File: src/rtl/eth_pkg.sv
// Shared Ethernet constants, framer state type and FCS byte selection helper.
package eth_pkg;

  localparam logic [7:0]  ETH_PREAMBLE    = 8'h55;
  localparam logic [7:0]  ETH_SFD         = 8'hD5;
  localparam logic [31:0] CRC32_POLY_R    = 32'hEDB88320;
  localparam logic [31:0] CRC32_INIT      = 32'hFFFFFFFF;
  localparam logic [31:0] CRC32_RESIDUE_R = 32'hDEBB20E3;
  localparam int          ETH_MIN_PAYLOAD = 60;

  typedef enum logic [2:0] {
    ST_IDLE,
    ST_PRE,
    ST_SFD,
    ST_DATA,
    ST_PAD,
    ST_FCS,
    ST_IFG
  } framer_state_e;

  // Good frames send the complemented CRC; aborted frames send it raw so the FCS is wrong.
  function automatic logic [7:0] fcs_byte(input logic [31:0] crc, input logic bad,
                                          input logic [1:0] idx);
    logic [31:0] f;
    f = bad ? crc : ~crc;
    return f[{idx, 3'b000} +: 8];
  endfunction

endpackage

File: src/rtl/mac_tx_framer_if.sv
// Payload valid/ready stream into the framer and the byte stream out to the RGMII TX adapter.
interface mac_tx_framer_if;

  logic       in_valid;
  logic       in_ready;
  logic [7:0] in_data;
  logic       in_last;
  logic       mac_txv;
  logic [7:0] mac_txd;

  modport master (
    output in_valid, in_data, in_last,
    input  in_ready, mac_txv, mac_txd
  );

  modport slave (
    input  in_valid, in_data, in_last,
    output in_ready, mac_txv, mac_txd
  );

endinterface

File: src/rtl/crc32_d8.sv
// Combinational IEEE 802.3 CRC-32 step (reflected, LSB first) over one byte.
module crc32_d8
  import eth_pkg::*;
(
  input  logic [31:0] crc_in,
  input  logic [7:0]  data,
  output logic [31:0] crc_out
);

  always_comb begin
    logic [31:0] c;
    c = crc_in;
    for (int unsigned i = 0; i < 8; i++) begin
      if (c[0] ^ data[i]) c = (c >> 1) ^ CRC32_POLY_R;
      else                c = c >> 1;
    end
    crc_out = c;
  end

endmodule

File: src/rtl/mac_tx_framer.sv
// Ethernet TX framer: preamble/SFD, payload, zero pad, CRC-32 FCS and inter-frame gap.
module mac_tx_framer
  import eth_pkg::*;
#(
  parameter int MIN_LEN = ETH_MIN_PAYLOAD,
  parameter int MAX_LEN = 1514,
  parameter int IFG_LEN = 12
) (
  input  logic           clk,
  input  logic           rstn,
  mac_tx_framer_if.slave bus,
  output logic           busy,
  output logic           frame_done,
  output logic           tx_err
);

  localparam logic [10:0] MIN_L = 11'(MIN_LEN);
  localparam logic [10:0] MAX_L = 11'(MAX_LEN);
  // The IDLE cycle before the next preamble supplies the last idle cycle of the gap.
  localparam logic [10:0]   IFG_END  = (IFG_LEN > 1) ? 11'(IFG_LEN - 2) : '0;
  localparam framer_state_e POST_FCS = (IFG_LEN > 1) ? ST_IFG : ST_IDLE;

  framer_state_e state_q;
  logic [10:0]   cnt_q, byte_cnt_q, byte_cnt_inc, byte_cnt_d;
  logic [31:0]   crc_q, crc_d;
  logic [7:0]    crc_data, txd_q;
  logic          txv_q, bad_q, frame_done_q, tx_err_q;

  assign byte_cnt_inc = byte_cnt_q + 11'd1;
  assign byte_cnt_d   = (byte_cnt_q >= MAX_L) ? MAX_L : byte_cnt_inc;
  assign crc_data     = (state_q == ST_PAD) ? 8'h00 : bus.in_data;

  crc32_d8 u_crc (
    .crc_in  (crc_q),
    .data    (crc_data),
    .crc_out (crc_d)
  );

  // Each state registers the byte it emits, so mac_txd trails the state by one cycle.
  always_ff @(posedge clk or negedge rstn) begin
    if (!rstn) begin
      state_q      <= ST_IDLE;
      cnt_q        <= '0;
      byte_cnt_q   <= '0;
      crc_q        <= CRC32_INIT;
      bad_q        <= 1'b0;
      txv_q        <= 1'b0;
      txd_q        <= '0;
      frame_done_q <= 1'b0;
      tx_err_q     <= 1'b0;
    end else begin
      txv_q        <= 1'b0;
      txd_q        <= '0;
      frame_done_q <= 1'b0;
      tx_err_q     <= 1'b0;
      case (state_q)
        ST_IDLE: begin
          if (bus.in_valid) begin
            state_q    <= ST_PRE;
            cnt_q      <= '0;
            byte_cnt_q <= '0;
            bad_q      <= 1'b0;
          end
        end
        ST_PRE: begin
          txv_q <= 1'b1;
          txd_q <= ETH_PREAMBLE;
          cnt_q <= cnt_q + 11'd1;
          if (cnt_q == 11'd6) state_q <= ST_SFD;
        end
        ST_SFD: begin
          txv_q   <= 1'b1;
          txd_q   <= ETH_SFD;
          crc_q   <= CRC32_INIT;
          state_q <= ST_DATA;
        end
        ST_DATA: begin
          txv_q <= 1'b1;
          if (bus.in_valid) begin
            txd_q      <= bus.in_data;
            crc_q      <= crc_d;
            byte_cnt_q <= byte_cnt_d;
            cnt_q      <= '0;
            if (bus.in_last) begin
              state_q <= (byte_cnt_inc < MIN_L) ? ST_PAD : ST_FCS;
            end else if (byte_cnt_inc >= MAX_L) begin
              tx_err_q <= 1'b1;
              bad_q    <= 1'b1;
              state_q  <= ST_FCS;
            end
          end else begin
            // Underrun: first (bad) FCS byte goes out now to keep mac_txv contiguous.
            txd_q    <= fcs_byte(crc_q, 1'b1, 2'd0);
            tx_err_q <= 1'b1;
            bad_q    <= 1'b1;
            cnt_q    <= 11'd1;
            state_q  <= ST_FCS;
          end
        end
        ST_PAD: begin
          txv_q      <= 1'b1;
          crc_q      <= crc_d;
          byte_cnt_q <= byte_cnt_inc;
          if (byte_cnt_inc >= MIN_L) begin
            cnt_q   <= '0;
            state_q <= ST_FCS;
          end
        end
        ST_FCS: begin
          txv_q <= 1'b1;
          txd_q <= fcs_byte(crc_q, bad_q, cnt_q[1:0]);
          cnt_q <= cnt_q + 11'd1;
          if (cnt_q == 11'd3) begin
            frame_done_q <= 1'b1;
            cnt_q        <= '0;
            state_q      <= POST_FCS;
          end
        end
        ST_IFG: begin
          cnt_q <= cnt_q + 11'd1;
          if (cnt_q == IFG_END) state_q <= ST_IDLE;
        end
        default: state_q <= ST_IDLE;
      endcase
    end
  end

  assign bus.in_ready = (state_q == ST_DATA);
  assign bus.mac_txv  = txv_q;
  assign bus.mac_txd  = txd_q;
  assign busy         = (state_q != ST_IDLE);
  assign frame_done   = frame_done_q;
  assign tx_err       = tx_err_q;

endmodule

File: src/flat_wrapper.sv
// flat-port wrapper written by rule: the top's interface ports become plain ports
module mac_tx_framer_flat import eth_pkg::*;
#(
  parameter int MIN_LEN = ETH_MIN_PAYLOAD,
  parameter int MAX_LEN = 1514,
  parameter int IFG_LEN = 12
)
  (clk, rstn, busy, frame_done, tx_err, bus_in_valid, bus_in_data, bus_in_last, bus_in_ready, bus_mac_txv, bus_mac_txd);
  mac_tx_framer_if bus_i ();
  input  logic clk;
  input  logic rstn;
  output logic busy;
  output logic frame_done;
  output logic tx_err;
  input wire logic [$bits(bus_i.in_valid)-1:0] bus_in_valid;
  input wire logic [$bits(bus_i.in_data)-1:0] bus_in_data;
  input wire logic [$bits(bus_i.in_last)-1:0] bus_in_last;
  output wire logic [$bits(bus_i.in_ready)-1:0] bus_in_ready;
  output wire logic [$bits(bus_i.mac_txv)-1:0] bus_mac_txv;
  output wire logic [$bits(bus_i.mac_txd)-1:0] bus_mac_txd;
  assign bus_i.in_valid = bus_in_valid;
  assign bus_i.in_data = bus_in_data;
  assign bus_i.in_last = bus_in_last;
  assign bus_in_ready = bus_i.in_ready;
  assign bus_mac_txv = bus_i.mac_txv;
  assign bus_mac_txd = bus_i.mac_txd;
  mac_tx_framer #(.MIN_LEN(MIN_LEN), .MAX_LEN(MAX_LEN), .IFG_LEN(IFG_LEN)) u_core (.clk(clk), .rstn(rstn), .bus(bus_i), .busy(busy), .frame_done(frame_done), .tx_err(tx_err));
endmodule
File: config.mk
export PLATFORM = sky130hd
export DESIGN_NAME = mac_tx_framer_flat
export DESIGN_NICKNAME = d
export VERILOG_FILES = /design/src/rtl/eth_pkg.sv /design/src/rtl/mac_tx_framer_if.sv /design/src/rtl/crc32_d8.sv /design/src/rtl/mac_tx_framer.sv /design/src/flat_wrapper.sv
export SDC_FILE = /design/constraint.sdc
export NUM_CORES = 1
export LEC_CHECK = 0
export ABC_AREA = 1
export CAP_MARGIN = 15
export CORE_MARGIN = 2
export CORE_UTILIZATION = 35
export CTS_CLUSTER_SIZE = 8
export DETAILED_ROUTE_END_ITERATION = 16
export PLACE_DENSITY_LB_ADDON = 0.3
export SYNTH_ARGS = -nofsm -noshare
export SYNTH_HDL_FRONTEND = slang
export SYNTH_SLANG_ARGS = --single-unit
File: constraint.sdc
create_clock -name clk -period 2.5 [get_ports clk]
set_input_delay 0.375 -clock clk [delete_from_list [all_inputs] [get_ports clk]]
set_output_delay 0.375 -clock clk [all_outputs]
set_load 0.1 [all_outputs]
# [After elaboration in Yosys (flattened, before gate mapping)]
# Index checks and enable logic that the tools add are counted.
[word_totals] regBits=69 latch_bits=0 ramBits=0 romBits=0 input_bits=12 wordCells=108 mem_count=0
[op_classes] add_sub_neg=2 multipliers=0 div_mod_pow=0 n_lt_le_gt_ge=4 n_eq_ne=18 shifts=1 muxes=44 n_bitwise=17 reduce_logical=13
[ops] op="$mux 32" count=10
[ops] op="$not 13->14" count=8
[ops] op="$pmux 32 s3" count=1
[ops] op="$mux 11" count=5
[ops] op="$pmux 11 s5" count=1
[ops] op="$pmux 11 s3" count=1
[ops] op="$not 32->32" count=1
[ops] op="$pmux 8 s4" count=1
[ops] op="$shiftx 32x6->8" count=1
[ops] op="$mux 3" count=8
[ops] op="$add 11x1->11 const B" count=2
[ops] op="$ge 11x11->1 const B" count=2
[ops] op="$pmux 3 s7" count=1
[ops] op="$mux 8" count=2
[ops] op="$mux 1" count=13
[ops] op="$eq 11x2->1 const B" count=1
[ops] op="$eq 11x3->1 const B" count=1
[ops] op="$eq 11x4->1 const B" count=1
[ops] op="$ge 11x6->1 const B" count=1
[ops] op="$lt 11x6->1 const B" count=1
[ops] op="$eq 3x3->1 const B" count=3
[ops] op="$reduce_bool 3->1" count=3
[ops] op="$xor 1x1->1" count=8
[ops] op="$eq 3x2->1 const B" count=2
[ops] op="16 further kinds" count=21

# [Logic depth before layout (Yosys ltp)]
[depth] word_depth=20 depth_mapped=17

# [By module]
# Synthesis repeated with hierarchy kept, for this count alone.
[unflattened] hier_cells=723 hier_area_um2=5220.0
[modules_own_cells] module="mac_tx_framer" instances=1 cells_per_inst=528 area_each_um2=3986.3 seq_area_each_um2=1766.7
[modules_own_cells] module="crc32_d8" instances=1 cells_per_inst=195 area_each_um2=1233.7 seq_area_each_um2=0.0

# [Worst setup path after synthesis]
# No wires, ideal clock.
[synth_timing] path_kind="register to register" from="register u_core.state_q[2]" to="register u_core.crc_q[21]" setup_ns=0.072 arrival_ns=2.554 required_time_ns=2.428 setup_slack_ns=-0.126 path_stages_with_launch=10 n_path_buf=1 period_less_slack_ns=2.626 cell_sequence="dfrtp_1 > inv_1 > nand2_1 > nor2_2 > nor2_1 > nor2_2 > clkbuf_1 > nand3_1 > nand2_1 > inv_1"
[synth_via] elab_cells_between_ends=25 cone_classes="eq/ne: 4; mux: 10; bitwise: 9; reduce/logical: 2"
[synth_lines] element="start: declaration" line_no="mac_tx_framer.sv:23" source="framer_state_e state_q;"
[synth_lines] element="start signal: assignment" line_no="mac_tx_framer.sv:85" source="state_q <= (byte_cnt_inc < MIN_L) ? ST_PAD : ST_FCS;"
[synth_lines] element="$eq 3x2->1 (*)"
[synth_lines] element="via bus_in_ready" line_no="flat_wrapper.sv:18" source="output wire logic [$bits(bus_i.in_ready)-1:0] bus_in_ready;"
[synth_lines] element="$ne 2x2->1 (no source line) / $reduce_bool 3->1 (equally long branches)"
[synth_lines] element="$reduce_and 2->1 (no source line)"
[synth_lines] element="end signal: assignment" line_no="mac_tx_framer.sv:81" source="crc_q <= crc_d;"
[synth_lines] element="end signal: assignment" line_no="mac_tx_framer.sv:102" source="crc_q <= crc_d;"
[synth_lines] element="end: declaration" line_no="mac_tx_framer.sv:25" source="logic [31:0] crc_q, crc_d;"
# The timed path passes the listed nets; every way through them passes the cells marked *. The select of a mux whose other input is x is not followed.
# A chain may end at the register's enable or synchronous reset.

# [Final worst setup path]
[layout_timing] from="register u_core.state_q[1]" to="register u_core.crc_q[21]"
[layout_via] elab_chain_len=16 elab_cells_between_ends=25 cone_classes="eq/ne: 4; mux: 10; bitwise: 9; reduce/logical: 2"
[layout_rtl] element="$eq 3x3->1" line_no="mac_tx_framer.sv:31, mac_tx_framer.sv:56"
[layout_rtl] element="$mux 8" line_no="mac_tx_framer.sv:31" source="assign crc_data = (state_q == ST_PAD) ? 8'h00 : bus.in_data;"
[layout_rtl] element="$xor 1x1->1" line_no="crc32_d8.sv:14" source="if (c[0] ^ data[i]) c = (c >> 1) ^ CRC32_POLY_R;"
[layout_rtl] element="$mux 32" line_no="crc32_d8.sv:14"
[layout_rtl] element="$not 13->14 (no source line)"
[layout_rtl] element="$mux 32 (2 in series)" line_no="crc32_d8.sv:14"
[layout_rtl] element="$not 13->14 (no source line)"
[layout_rtl] element="$mux 32" line_no="crc32_d8.sv:14"
[layout_rtl] element="$not 13->14 (no source line)"
[layout_rtl] element="$mux 32 (2 in series)" line_no="crc32_d8.sv:14"
[layout_rtl] element="$not 13->14 (no source line)"
[layout_rtl] element="$mux 32" line_no="crc32_d8.sv:14"
[layout_rtl] element="$mux 32" line_no="mac_tx_framer.sv:79" source="if (bus.in_valid) begin"
[layout_rtl] element="$pmux 32 s3" line_no="mac_tx_framer.sv:56" source="case (state_q)"
# Several ways; a longest one is shown, not always the timed one. The select of a mux whose other input is x is not followed.

==> results.txt <==
Clock transition at the registers of the reported paths: 0.06 ns
Ys async rst share: 1.000
Most common cell after layout, fill and taps aside: nand2_1
GR Overflow Total: 0
Nets: 791
Crit-path cells: nor2_4, nand2_4, nand2_4, xor2_4, xor2_2, nand2_2, nand2_1, nand3_1, nand3_1, nand2_1, inv_1
Min-Delay Path Class: in2async
Status: complete, no violations
Logic gate share of total power: 0.608
Sequential area share after synthesis: 0.3466
Slowest cell on the critical path: dfrtp_1
Final Hold Violating Endpoints: 0
Arrival time at the worst endpoint: 2.48 ns
Diode count: 0
Number of synthesized flops with an enable pin: 0
Slew headroom: 0.3917
Critical Path Fanout Max: 23
Initial Util: 0.3548
WP data required: 2.79 ns
CTS tree: yes
Fin Setup TNS: 0 ns
Leak: 0.002935 µW
Drt total wl: 13790 µm
Port Buffers: 24
Unrepaired setup endpoints after global routing: no
M1 GR Usage: 0.2471
Internal power: 3802 µW
Nature of the critical path startpoint: register
Yosys warns: 0
Grt peak-use layer: met2
Initial antenna violation count: 0
CTS resizes: 0
Most frequent cells in the layout: 228 x nand2_1, 103 x inv_1, 61 x nand3_1
Clock H-tree levels: 3
Max rail drop VDD: 0.4798 mV
Met2 Resource Use GR: 0.2896
Area of the die: 15550 µm²
Kind of critical path: reg2reg
Pin count of the biggest net entering global routing: 70
Routed vias/inst: 4.967
P_sw: 4214 µW
Wire length of the first global-routing pass: 22560 µm
Total Routing Usage GR: 0.1835
Hpwl dp: 9876 µm
CTS Buffer Depth: 2
Sw Ratio: 0.5257
Area taken by multi-input logic gates: 2833 µm²
Worst Max-Slew Pin Slew: 0.9124 ns
Syn_area_per_cell: 6.861 µm²
Post-CTS setup buffer count: 0
Syn Nets: 759
Slew Limit Fails: 0
Ratio of cells with drive above 1 in the final layout: 0.1500
Synth unique cells: 45
Flop2flop setup slack: 0.31 ns
Synth Instances: 743
Fin crit period: 2.188 ns
Design area: 5829 µm²
Post-Syn Area: 5097 µm²
DRC viols: 0
# setup viols final: 0
Worst-skew pair later-pin latency: 0.36 ns
Worst clock skew: 0.01102 ns
Final worst slack: 0.3121 ns
Synthesized flop and latch total: 69
Slowest stage delay, CP: 0.45 ns
Core Footprint: 14370 µm²
First drt pass iteration count: 7
Num CTS Buffers: 9
Gp weighted congestion: 0.8592
Critical Path End Type: register
GR met3 Demand/Resource: 0.03351
Via count: 4788
Starting DRC count in detailed routing: 274
CTS root buffer: clkbuf_16
Sequential power share: 0.240
Most used DFF post-synth: dfrtp_1
Dpl ws: 0.2453 ns
# IOs: 25
Layout area overhead: 14.36%
# Max-Cap Violations: 0
Rows: 44
Wire per inst: 14.30 µm
Clk sinks: 69
Pwr dens: 1375 nW/µm²
Fillers: 1495
Final Cycle Share: 0.8752
Chip height: 124.7 µm
Hold slack: 0.1532 ns
ANT nets after route: 0
Post-Place Cell Area: 5553 µm²
Vias in the first global route: 4422
Register Area: 1767 µm²
Fmax: 0.4571 GHz
Hold_buf cts: 0
Die X-Extent: 124.7 µm
Clock share of power: 0.152
[synthesized netlist by cell type, types with 2 or more instances]
library cell  number  share of area
xor2_2             2         0.0064
buf_2              2         0.0020
o21ai_0           53          0.052
o22ai_1           13          0.016
inv_2              4         0.0029
nand3b_1           3         0.0044
inv_1            103          0.076
a21oi_1           38          0.037
nor3_1             5         0.0049
a221oi_1           2         0.0034
clkbuf_1          11         0.0081
nand2_2           13          0.016
or2_1              2         0.0025
nor2_1            46          0.034
xnor2_2            3         0.0096
ha_1               4         0.0098
or2_2              3         0.0037
nand3_1           61          0.060
o211ai_1           3         0.0044
xnor2_1           12          0.021
dfrtp_1           37           0.18
buf_6              2         0.0044
dfstp_2           32           0.16
a22oi_1            6         0.0088
o21ai_1            4         0.0039
nand2_1          228           0.17
xor2_1            22          0.038
nand4_1            3         0.0037
nand2_4            9          0.020
nor2_2             2         0.0025
[per-stage QoR]
| stage | utilization | power (µW) | instances |
|---|---|---|---|
| after detailed placement | 0.3865 | 6800 | 948 |
| final | 0.4057 | 8016 | 964 |
| after floorplan | - | 5583 | 743 |
| after global placement | 0.3865 | 6798 | 948 |
| after global routing | 0.4057 | 8715 | 964 |
| after CTS | 0.4057 | 8051 | 964 |
[critical path: cells and delay by family (launching register included)]
kind	cells	cell delay (ns)
AND/OR/NAND/NOR	8	0.96
XOR/XNOR	2	0.66
flip-flops	1	0.45
buffers and inverters	1	0.05
[logic make-up after synthesis]
| kind of cell | Yosys count | synth area share |
|---|---|---|
| buffers and inverters | 126 | 0.09867 |
| adder cells (fa/ha/maj) | 4 | 0.009819 |
| XOR/XNOR | 41 | 0.08517 |
| flip-flops | 69 | 0.3466 |
| AND/OR/NAND/NOR | 378 | 0.3245 |
| AO/OA/AOI/OAI | 125 | 0.1352 |
[final cells by class]
type / count / area share
multi-input combinational: 548 / 0.4859
sequential: 69 / 0.3031
inverter: 108 / 0.06954
clock inverter: 6 / 0.008156
clock buffer: 10 / 0.03928
timing repair buffer: 39 / 0.05452
tap: 184 / 0.03949
[final timing paths]
check                                        from               endpoint  cells past startpoint
max in group asynchronous                    rstn  u_core.bus.mac_txd[0]                      1
worst max-delay path            u_core.state_q[1]       u_core.crc_q[21]                     11
worst min register to register    u_core.cnt_q[9]        u_core.cnt_q[9]                      2
min in group clk                  u_core.cnt_q[9]        u_core.cnt_q[9]                      2
worst max register to register  u_core.state_q[1]       u_core.crc_q[21]                     11
worst min-delay path                         rstn   u_core.byte_cnt_q[3]                      1
[power by group through the flow]
stage               logic (µW)  registers [µW]  clock network, µW
floorplan                 3250            2340                  0
global placement          4870            1930                  0
detailed placement        4870            1930                  0
CTS                       4880            1920               1250
global route              5450            1970               1290
finish                    4880            1920               1220
[per-layer routing]
| layer | part of all wire | up-vias |
|---|---|---|
| li1 | - | 2425 |
| met1 | 0.47 | 2232 |
| met2 | 0.46 | 110 |
| met3 | 0.049 | 21 |
| met4 | 0.027 | 0 |
| met5 | 0 | - |
[sequential cells by signal, indices dropped and copies added (netlist names)]
register and cells:
u_core.crc_q 32, u_core.byte_cnt_q 11, u_core.cnt_q 11, u_core.bus.mac_txd 8, u_core.state_q 3, u_core.bad_q 1, u_core.bus.mac_txv 1, u_core.frame_done 1
u_core.tx_err 1
Note: power is estimated with default switching activity, not from simulation.
